### src/rtl/sdram_byte_bridge_pkg.sv
// Shared MSX memory-bridge definitions: address widths and the bridge FSM state encoding.
package sdram_byte_bridge_pkg;

  localparam int MEM_BYTE_AW = 25;
  localparam int MEM_WORD_AW = 24;

  typedef enum logic [1:0] {
    IDLE    = 2'd0,
    RD_WAIT = 2'd1,
    WR_WAIT = 2'd2
  } bridge_state_t;

endpackage

### src/rtl/sdram_byte_bridge.sv
// Byte-wide slot-decoder requests to a 16-bit toggle req/ack SDRAM controller,
// with a one-word write-through read cache.
module sdram_byte_bridge
  import sdram_byte_bridge_pkg::*;
#(
  parameter bit CACHE_EN = 1'b1
) (
  input  logic                   clk,
  input  logic                   reset,
  input  logic [MEM_BYTE_AW-1:0] addr,
  input  logic [7:0]             din,
  input  logic                   we,
  input  logic                   rd,
  input  logic                   invalidate,
  output logic [7:0]             dout,
  output logic                   ready,
  output logic [MEM_WORD_AW-1:0] mem_addr,
  output logic [15:0]            mem_din,
  output logic [1:0]             mem_be,
  output logic                   mem_we,
  output logic                   mem_req,
  input  logic                   mem_ack,
  input  logic [15:0]            mem_dout,
  output bridge_state_t          state_dbg
);

  // Handshake: a request starts on a rising we/rd edge or an address change while
  // we/rd is held; ready drops the cycle after and returns once mem_ack == mem_req.
  bridge_state_t          state, state_next;
  logic                   we_q, rd_q;
  logic [MEM_BYTE_AW-1:0] addr_q;
  logic [15:0]            cache_word;
  logic [MEM_WORD_AW-1:0] cache_tag;
  logic                   cache_valid;
  logic                   rd_lane;

  logic       addr_changed, start_w, start_r, tag_match, hit, ack_seen;
  logic [7:0] hit_byte, fill_byte;
  logic [15:0] merged_word;

  always_comb begin
    addr_changed = (addr != addr_q);
    start_w      = we && (!we_q || addr_changed);
    start_r      = rd && (!rd_q || addr_changed) && !start_w;
    tag_match    = cache_valid && (cache_tag == addr[MEM_BYTE_AW-1:1]);
    hit          = CACHE_EN && tag_match;
    ack_seen     = (mem_ack == mem_req);
    hit_byte     = addr[0] ? cache_word[15:8] : cache_word[7:0];
    fill_byte    = rd_lane ? mem_dout[15:8] : mem_dout[7:0];
    merged_word  = addr[0] ? {din, cache_word[7:0]} : {cache_word[15:8], din};

    state_next = state;
    case (state)
      IDLE: begin
        if (start_w)                state_next = WR_WAIT;
        else if (start_r && !hit)   state_next = RD_WAIT;
      end
      RD_WAIT: if (ack_seen) state_next = IDLE;
      WR_WAIT: if (ack_seen) state_next = IDLE;
      default: state_next = IDLE;
    endcase
  end

  always_ff @(posedge clk or posedge reset) begin
    if (reset) begin
      state       <= IDLE;
      we_q        <= 1'b0;
      rd_q        <= 1'b0;
      addr_q      <= '0;
      cache_word  <= '0;
      cache_tag   <= '0;
      cache_valid <= 1'b0;
      rd_lane     <= 1'b0;
      dout        <= 8'hFF;
      ready       <= 1'b1;
      mem_addr    <= '0;
      mem_din     <= '0;
      mem_be      <= '0;
      mem_we      <= 1'b0;
      mem_req     <= 1'b0;
    end else begin
      state  <= state_next;
      we_q   <= we;
      rd_q   <= rd;
      addr_q <= addr;
      // Placed before the FSM so a fill completing this cycle still wins.
      if (invalidate) cache_valid <= 1'b0;
      case (state)
        IDLE: begin
          if (start_w) begin
            mem_addr <= addr[MEM_BYTE_AW-1:1];
            mem_din  <= {din, din};
            mem_be   <= addr[0] ? 2'b10 : 2'b01;
            mem_we   <= 1'b1;
            mem_req  <= ~mem_req;
            ready    <= 1'b0;
            if (tag_match) cache_word <= merged_word;
          end else if (start_r) begin
            if (hit) begin
              dout <= hit_byte;
            end else begin
              mem_addr <= addr[MEM_BYTE_AW-1:1];
              mem_be   <= 2'b11;
              mem_we   <= 1'b0;
              mem_req  <= ~mem_req;
              rd_lane  <= addr[0];
              ready    <= 1'b0;
            end
          end
        end
        RD_WAIT: begin
          if (ack_seen) begin
            cache_word  <= mem_dout;
            cache_tag   <= mem_addr;
            cache_valid <= 1'b1;
            dout        <= fill_byte;
            ready       <= 1'b1;
          end
        end
        WR_WAIT: if (ack_seen) ready <= 1'b1;
        default: ready <= 1'b1;
      endcase
    end
  end

  assign state_dbg = state;

endmodule

### config.mk
export PLATFORM = sky130hd
export DESIGN_NAME = sdram_byte_bridge
export DESIGN_NICKNAME = d
export VERILOG_FILES = /design/src/rtl/sdram_byte_bridge_pkg.sv /design/src/rtl/sdram_byte_bridge.sv
export SDC_FILE = /design/constraint.sdc
export NUM_CORES = 1
export LEC_CHECK = 0
export ABC_AREA = 1
export CORE_ASPECT_RATIO = 0.8
export CORE_MARGIN = 2
export CORE_UTILIZATION = 47
export DETAILED_ROUTE_END_ITERATION = 8
export GPL_ROUTABILITY_DRIVEN = 0
export PLACE_DENSITY = 0.77
export RECOVER_POWER = 50
export SYNTH_ARGS = -nofsm -noshare
export SYNTH_HDL_FRONTEND = slang
export SYNTH_SLANG_ARGS = --single-unit
### constraint.sdc
create_clock -name clk -period 3.5 [get_ports clk]
set_input_delay 0.7 -clock clk [delete_from_list [all_inputs] [get_ports clk]]
set_output_delay 0.7 -clock clk [all_outputs]
set_load 0.05 [all_outputs]
Word-level counts from Yosys, hierarchy flattened:

Index checks and enable logic that the tools add are counted.

* register bits: 124
* output and inout bits: 55
* logic and storage cells: 95

* bitwise gates (word level): 3
* reduce and logical (&&, ||, !) cells: 24
* multiplexer cells: 35
* eq/ne operators: 17

Operators by type and width (number)
* $mux W24: 3
* $mux W16: 4
* $mux W8: 6
* $pmux W16 S2: 1
* $ne A25 B25 Y1: 1
* $eq A24 B24 Y1: 1
* $ne A2 B2 Y1 const B: 8
* $pmux W8 S2: 1
* $reduce_and A5 Y1: 3
* $mux W2: 7
* $mux W1: 11
* $ne A3 B3 Y1 const B: 3
* $reduce_and A2 Y1: 3
* $reduce_and A3 Y1: 2
* $logic_and A1 B1 Y1: 5
* $logic_not A1 Y1: 4
* $pmux W2 S2: 1
* $reduce_and A4 Y1: 1
* $reduce_bool A2 Y1: 2
* $not A1 Y1: 3
* $eq A2 B1 Y1 const B: 1
* $eq A2 B2 Y1 const B: 1
* $logic_not A2 Y1: 1
* $logic_or A1 B1 Y1: 2
* 4 further kinds: 4

Longest topological paths before layout:

* depth in word-level cells: 9
* depth in mapped cells: 15
* mapped depth without buffers: 15

Worst setup path after synthesis:

OpenSTA, ideal clock, no wires.

* path type: flip-flop to flip-flop
* start point: register state[0] (netlist: state_dbg[0])
* end point: register cache_word[0]
* arrival: 2.000 ns
* data required time: 3.435 ns
* setup slack: 1.434 ns
* clock period less this slack: 2.066 ns
* cell stages (with the launch flop): 9
* cells stage by stage: dfrtp_1 -> ha_1 -> clkinv_1 -> nor2_1 -> a21oi_1 -> nor2_4 -> buf_4 -> nand3_1 -> nand2_1

* longest elaborated chain between the ends: 3
* elaborated cells on any way between the ends: 9
* those cells by class: eq/ne: 5; mux: 1; reduce/logical: 3

Ends and longest elaborated chain
* from (decl): line sdram_byte_bridge.sv:29 `bridge_state_t state, state_next;`
* from (signal assigned): line sdram_byte_bridge.sv:82 `state <= state_next;`
* $eq A2 B1 Y1 or $logic_not A2 Y1 (tied branches): line sdram_byte_bridge.sv:88 `case (state)`
* $ne A2 B2 Y1 (no source line) or $reduce_bool A2 Y1 (tied branches)
* $reduce_and A5 Y1 (no source line)
* to (signal assigned): line sdram_byte_bridge.sv:97 `if (tag_match) cache_word <= merged_word;`
* to (signal assigned): line sdram_byte_bridge.sv:113 `cache_word <= mem_dout;`
* to (decl): line sdram_byte_bridge.sv:32 `logic [15:0] cache_word;`

Parallel ways exist; a longest one is shown, timed or not.
A chain may end at the register's enable or synchronous reset.

Final worst setup path:

* start point: input port addr[7]
* end point: register mem_addr[17]

* longest elaborated chain between the ends: 7
* elaborated cells on any way between the ends: 13
* those cells by class: eq/ne: 3; mux: 1; reduce/logical: 9

Ends and longest elaborated chain
* from (decl): line sdram_byte_bridge.sv:10 `input logic [MEM_BYTE_AW-1:0] addr,`
* $ne A25 B25 Y1: line sdram_byte_bridge.sv:42 `addr_changed = (addr != addr_q);`
* $logic_or A1 B1 Y1: line sdram_byte_bridge.sv:43 `start_w = we && (!we_q || addr_changed);`
* $logic_and A1 B1 Y1: line sdram_byte_bridge.sv:43
* $logic_not A1 Y1: line sdram_byte_bridge.sv:44 `start_r = rd && (!rd_q || addr_changed) && !start_w;`
* $logic_and A1 B1 Y1: line sdram_byte_bridge.sv:44
* $reduce_bool A2 Y1 (no source line)
* $reduce_and A3 Y1 (no source line)
* to (signal assigned): line sdram_byte_bridge.sv:91 `mem_addr <= addr[MEM_BYTE_AW-1:1];`
* to (signal assigned): line sdram_byte_bridge.sv:102 `mem_addr <= addr[MEM_BYTE_AW-1:1];`
* to (decl): line sdram_byte_bridge.sv:17 `output logic [MEM_WORD_AW-1:0] mem_addr,`

Parallel ways exist; a longest one is shown, timed or not.

==> summary.md <==
The post-detailed-route DRC marker count is 0, and the routed via count is 4844. The die covers 0.01251 mm^2. Derived from the worst setup path, the maximum achievable clock frequency is 361.7 MHz. Counting every instance in the synthesized netlist gives 654. The slew at the pin with the worst max-slew slack is 1.156 ns, and the post-route antenna net violation count is 0.

For the design area, the log shows 0.007196 mm^2. The run gives 44.9% as the combinational share of power. Setup repair after global routing left no endpoint under its margin. Data on the critical path arrives at its endpoint at 3.03 ns. After detailed routing, the average wire length per cell comes to 15.76 um. Portion of synthesized cell area occupied by the leading cell type: 48.99%.

The number of flip-flops and latches in the synthesized netlist works out to 116. The fraction of met1 tracks used by global routing was 32.85%. Summing the sequential cell areas from Yosys gives 53.32% of the chip area. The count of input and output buffers is 109. For the final database, setup skew stands at 0.006008 ns.

The boundary pin count was 110; the switching power share of the total was 44.48%. The net count after synthesis is 711. The tree is rooted in a clkbuf_16. The initial antenna violation count came out at 0. The global-route met2 utilization was 38.13%. By area the synthesized netlist is led by dfrtp_1 (49%), nand2_1 (15%), nand3_1 (6.6%), o21ai_0 (4.8%), dfstp_2 (4.3%). The worst voltage drop across the vdd grid was 0.5094 mV; the final period demand of the worst path was 2.765 ns. The count of nets after finishing is 817, and the final period utilization is 79.00%. Global routing consumed, on the met3 layer, 5.892% of the routing resources.

The tools report the DRC violation total after the first TritonRoute iteration as 524. The floorplan row count was 35. The logs give 4857 for the via count of the first global-routing pass and 0 for the total inserted antenna cells. The first detailed-routing pass ran for 5 iterations. The worst setup path is launched from an input pin. Counting the buffers created by CTS gives 17. The clock network fraction of total power was 24.1%; the synthesized area divided by synthesized cell count was 8.357 um^2. Critical path start-end classification: input pin to flip-flop. Overall power consumption after layout is estimated at 7123 uW. The maximum clock path buffer count was 2. The tools report the maximum level of the CTS H-tree as 4. The tools report the total placed instance area as 0.006631 mm^2.

The global-route layer with the greatest usage was met2. Class of the tightest hold or removal check: flip-flop to flip-flop. The finished layout holds 921 standard cells, fillers aside.

The area overhead of the layout relative to synthesis was 31.66%; the global routing usage summed across all routing layers was 24.38%. The first global-routing pass estimated 24030 um of wire. For this configuration, the core starts out at a cell density of 47.82%. At the later pin of the worst-skew pair, clock insertion delay measures 0.41 ns.

In this run the cell area of the synthesized design comes to 0.005465 mm^2. Max-cap violations in this run came to 0. The flow ran to the end, and the final reports show no timing, DRC or antenna violations.

The distinct cell type count of the synthesized netlist is 32, and the final global-route overflow total is 0. The nature of the critical path endpoint was a flip-flop. In this run the static leakage power is 0.003482 uW. The routed wire length is 14510 um.

The maximum fanout along the worst path was 38. Area inside the core boundary: 0.01143 mm^2. Summed over all nets, the switching power comes to 3168 uW. The logs give 0 for the number of setup violations in the final report and 31.0% for the register share of total power.

The die width is 124.6 um. Headroom to the max-slew limit came out at 22.95%. Power density normalized to cell area: 989.9 mW/mm^2. After clock tree synthesis, the setup repair step added 0 buffers. Total negative slack for setup checks: 0 ns. Of all cell types, the one taking the most synthesized area is dfrtp_1.

After clock tree synthesis, the clock-pin slew on the worst setup and hold paths is 0.05 ns. In the routed layout, each cell is associated on average with a via count of 5.260. The hold violation count in the final report is 0, and the height of the die is 100.5 um.

Entering global routing, the biggest net connects 45 pins. The internal power of the cells totals 3955 uW. TritonCTS built the clock tree.

Gates resized during post-CTS repair numbered 0. The HPWL reported at the end of detailed placement is 10040 um, and the number of cells in the design after placement is 889. The cts-stage hold buffer count is 0, and the number of clock sinks is 116.

The number of pins with negative max-slew slack in the final report was 0; the proportion of layout cells with a drive suffix above 1 was 10.22%. The worst path required time is 3.77 ns. The number of warning messages in the yosys log came out at 0.
==> sequential cells by signal (all words and copies together) (netlist names), 2 cells and up <==
name and cells:
mem_din 8, cache_word 16, dout 8, mem_addr 24, mem_be 2, addr_q 25
state_dbg 2, cache_tag 24
==> logic make-up after synthesis <==
kind of cell             after synthesis  share of synthesized area [%]
AO/OA/AOI/OAI                         71                          6.662
XOR/XNOR                              29                          4.647
adder cells (fa/ha/maj)                2                         0.4578
buffers and inverters                 85                          7.234
flip-flops                           116                          53.32
AND/OR/NAND/NOR                      351                          27.68
==> per-layer routing <==
metal,routed length [um],vias to the layer above,share of wire [%]
li1,-,2285,-
met5,0,-,0
met2,6836,214,47
met4,340,0,2.3
met1,6211,2311,43
met3,1123,34,7.7
==> worst max-delay path, stage by stage <==
cell and delay (ns):
dlygate4sd3_1 0.65, nand2_1 0.08, inv_1 0.06, nor2_1 0.04, nor2_1 0.13, nand3_1 0.14
nor2_1 0.19, nand3_1 0.15, nand3_2 0.12, nand2_4 0.17, nand2_4 0.41, o21ai_0 0.17
==> layout make-up <==
cell class | instances | area (um^2)
fill | 922 | 4234
sequential | 116 | 2914
multi-input combinational | 453 | 2158
timing repair buffer | 117 | 1141
clock buffer | 23 | 488.0
inverter | 55 | 207.7
tap | 148 | 185.2
clock inverter | 9 | 101.3
==> stage by stage <==
stage | setup slack (ns) | hold slack [ns] | util [%]
2_1_floorplan | 1.394 | 0.4425 | -
5_1_grt | 0.5408 | 0.4873 | 62.96
4_1_cts | 0.8199 | 0.4651 | 63.17
3_5_place_dp | 0.4200 | 0.4567 | 58.02
6_report | 0.7351 | 0.4628 | 62.96
3_3_place_gp | 0.5561 | 0.4538 | 58.02
==> power by group through the flow <==
stage / sequential (uW) / combinational, uW / clock [uW]
6_report: 2210 / 3200 / 1720
5_1_grt: 2260 / 3450 / 1800
4_1_cts: 2200 / 3210 / 1730
3_5_place_dp: 2210 / 3180 / 0
3_3_place_gp: 2180 / 3110 / 0
2_1_floorplan: 3000 / 1430 / 0
==> worst paths after layout <==
path | from | to | slack, ns | depth (start not counted)
min | dout[3] | dout[3] | 0.46 | 2
max in group asynchronous | reset | mem_addr[15] | 1.00 | 3
max | addr[7] | mem_addr[17] | 0.74 | 12
min in group asynchronous | reset | mem_din[11] | 0.95 | 2
min reg2reg | dout[3] | dout[3] | 0.46 | 2
max reg2reg | state_dbg[1] | cache_tag[12] | 0.94 | 9
==> layout by cell type (no fill, tap or decap), types with 17 or more instances in the layout <==
cell type and n:
nand2_1 220, nand3_1 72, o21ai_0 52, dfrtp_1 107
nor2_1 27, inv_1 45, dlygate4sd3_1 27, clkdlybuf4s50_1 82
clkbuf_16 17, nand2_2 17
==> synthesized netlist by cell type <==
cell type,count
a31oi_1,1
nand2_4,3
nor2_1,28
nand3_2,2
ha_1,2
clkinv_1,1
a21oi_1,8
xor2_1,13
xnor2_1,16
buf_2,3
nand3_1,72
nand2_1,220
or2_1,2
o22ai_1,6
nor2_4,1
clkbuf_1,13
dfrtp_1,107
o21ai_0,52
dfstp_2,9
inv_1,46
inv_2,8
buf_12,1
nand3b_1,1
nand4_1,3
buf_8,1
nor2_2,1
buf_6,1
o21ai_1,4
buf_1,1
buf_4,10
nor3_1,1
nand2_2,17
No activity file was read; power rests on OpenSTA's default activity.
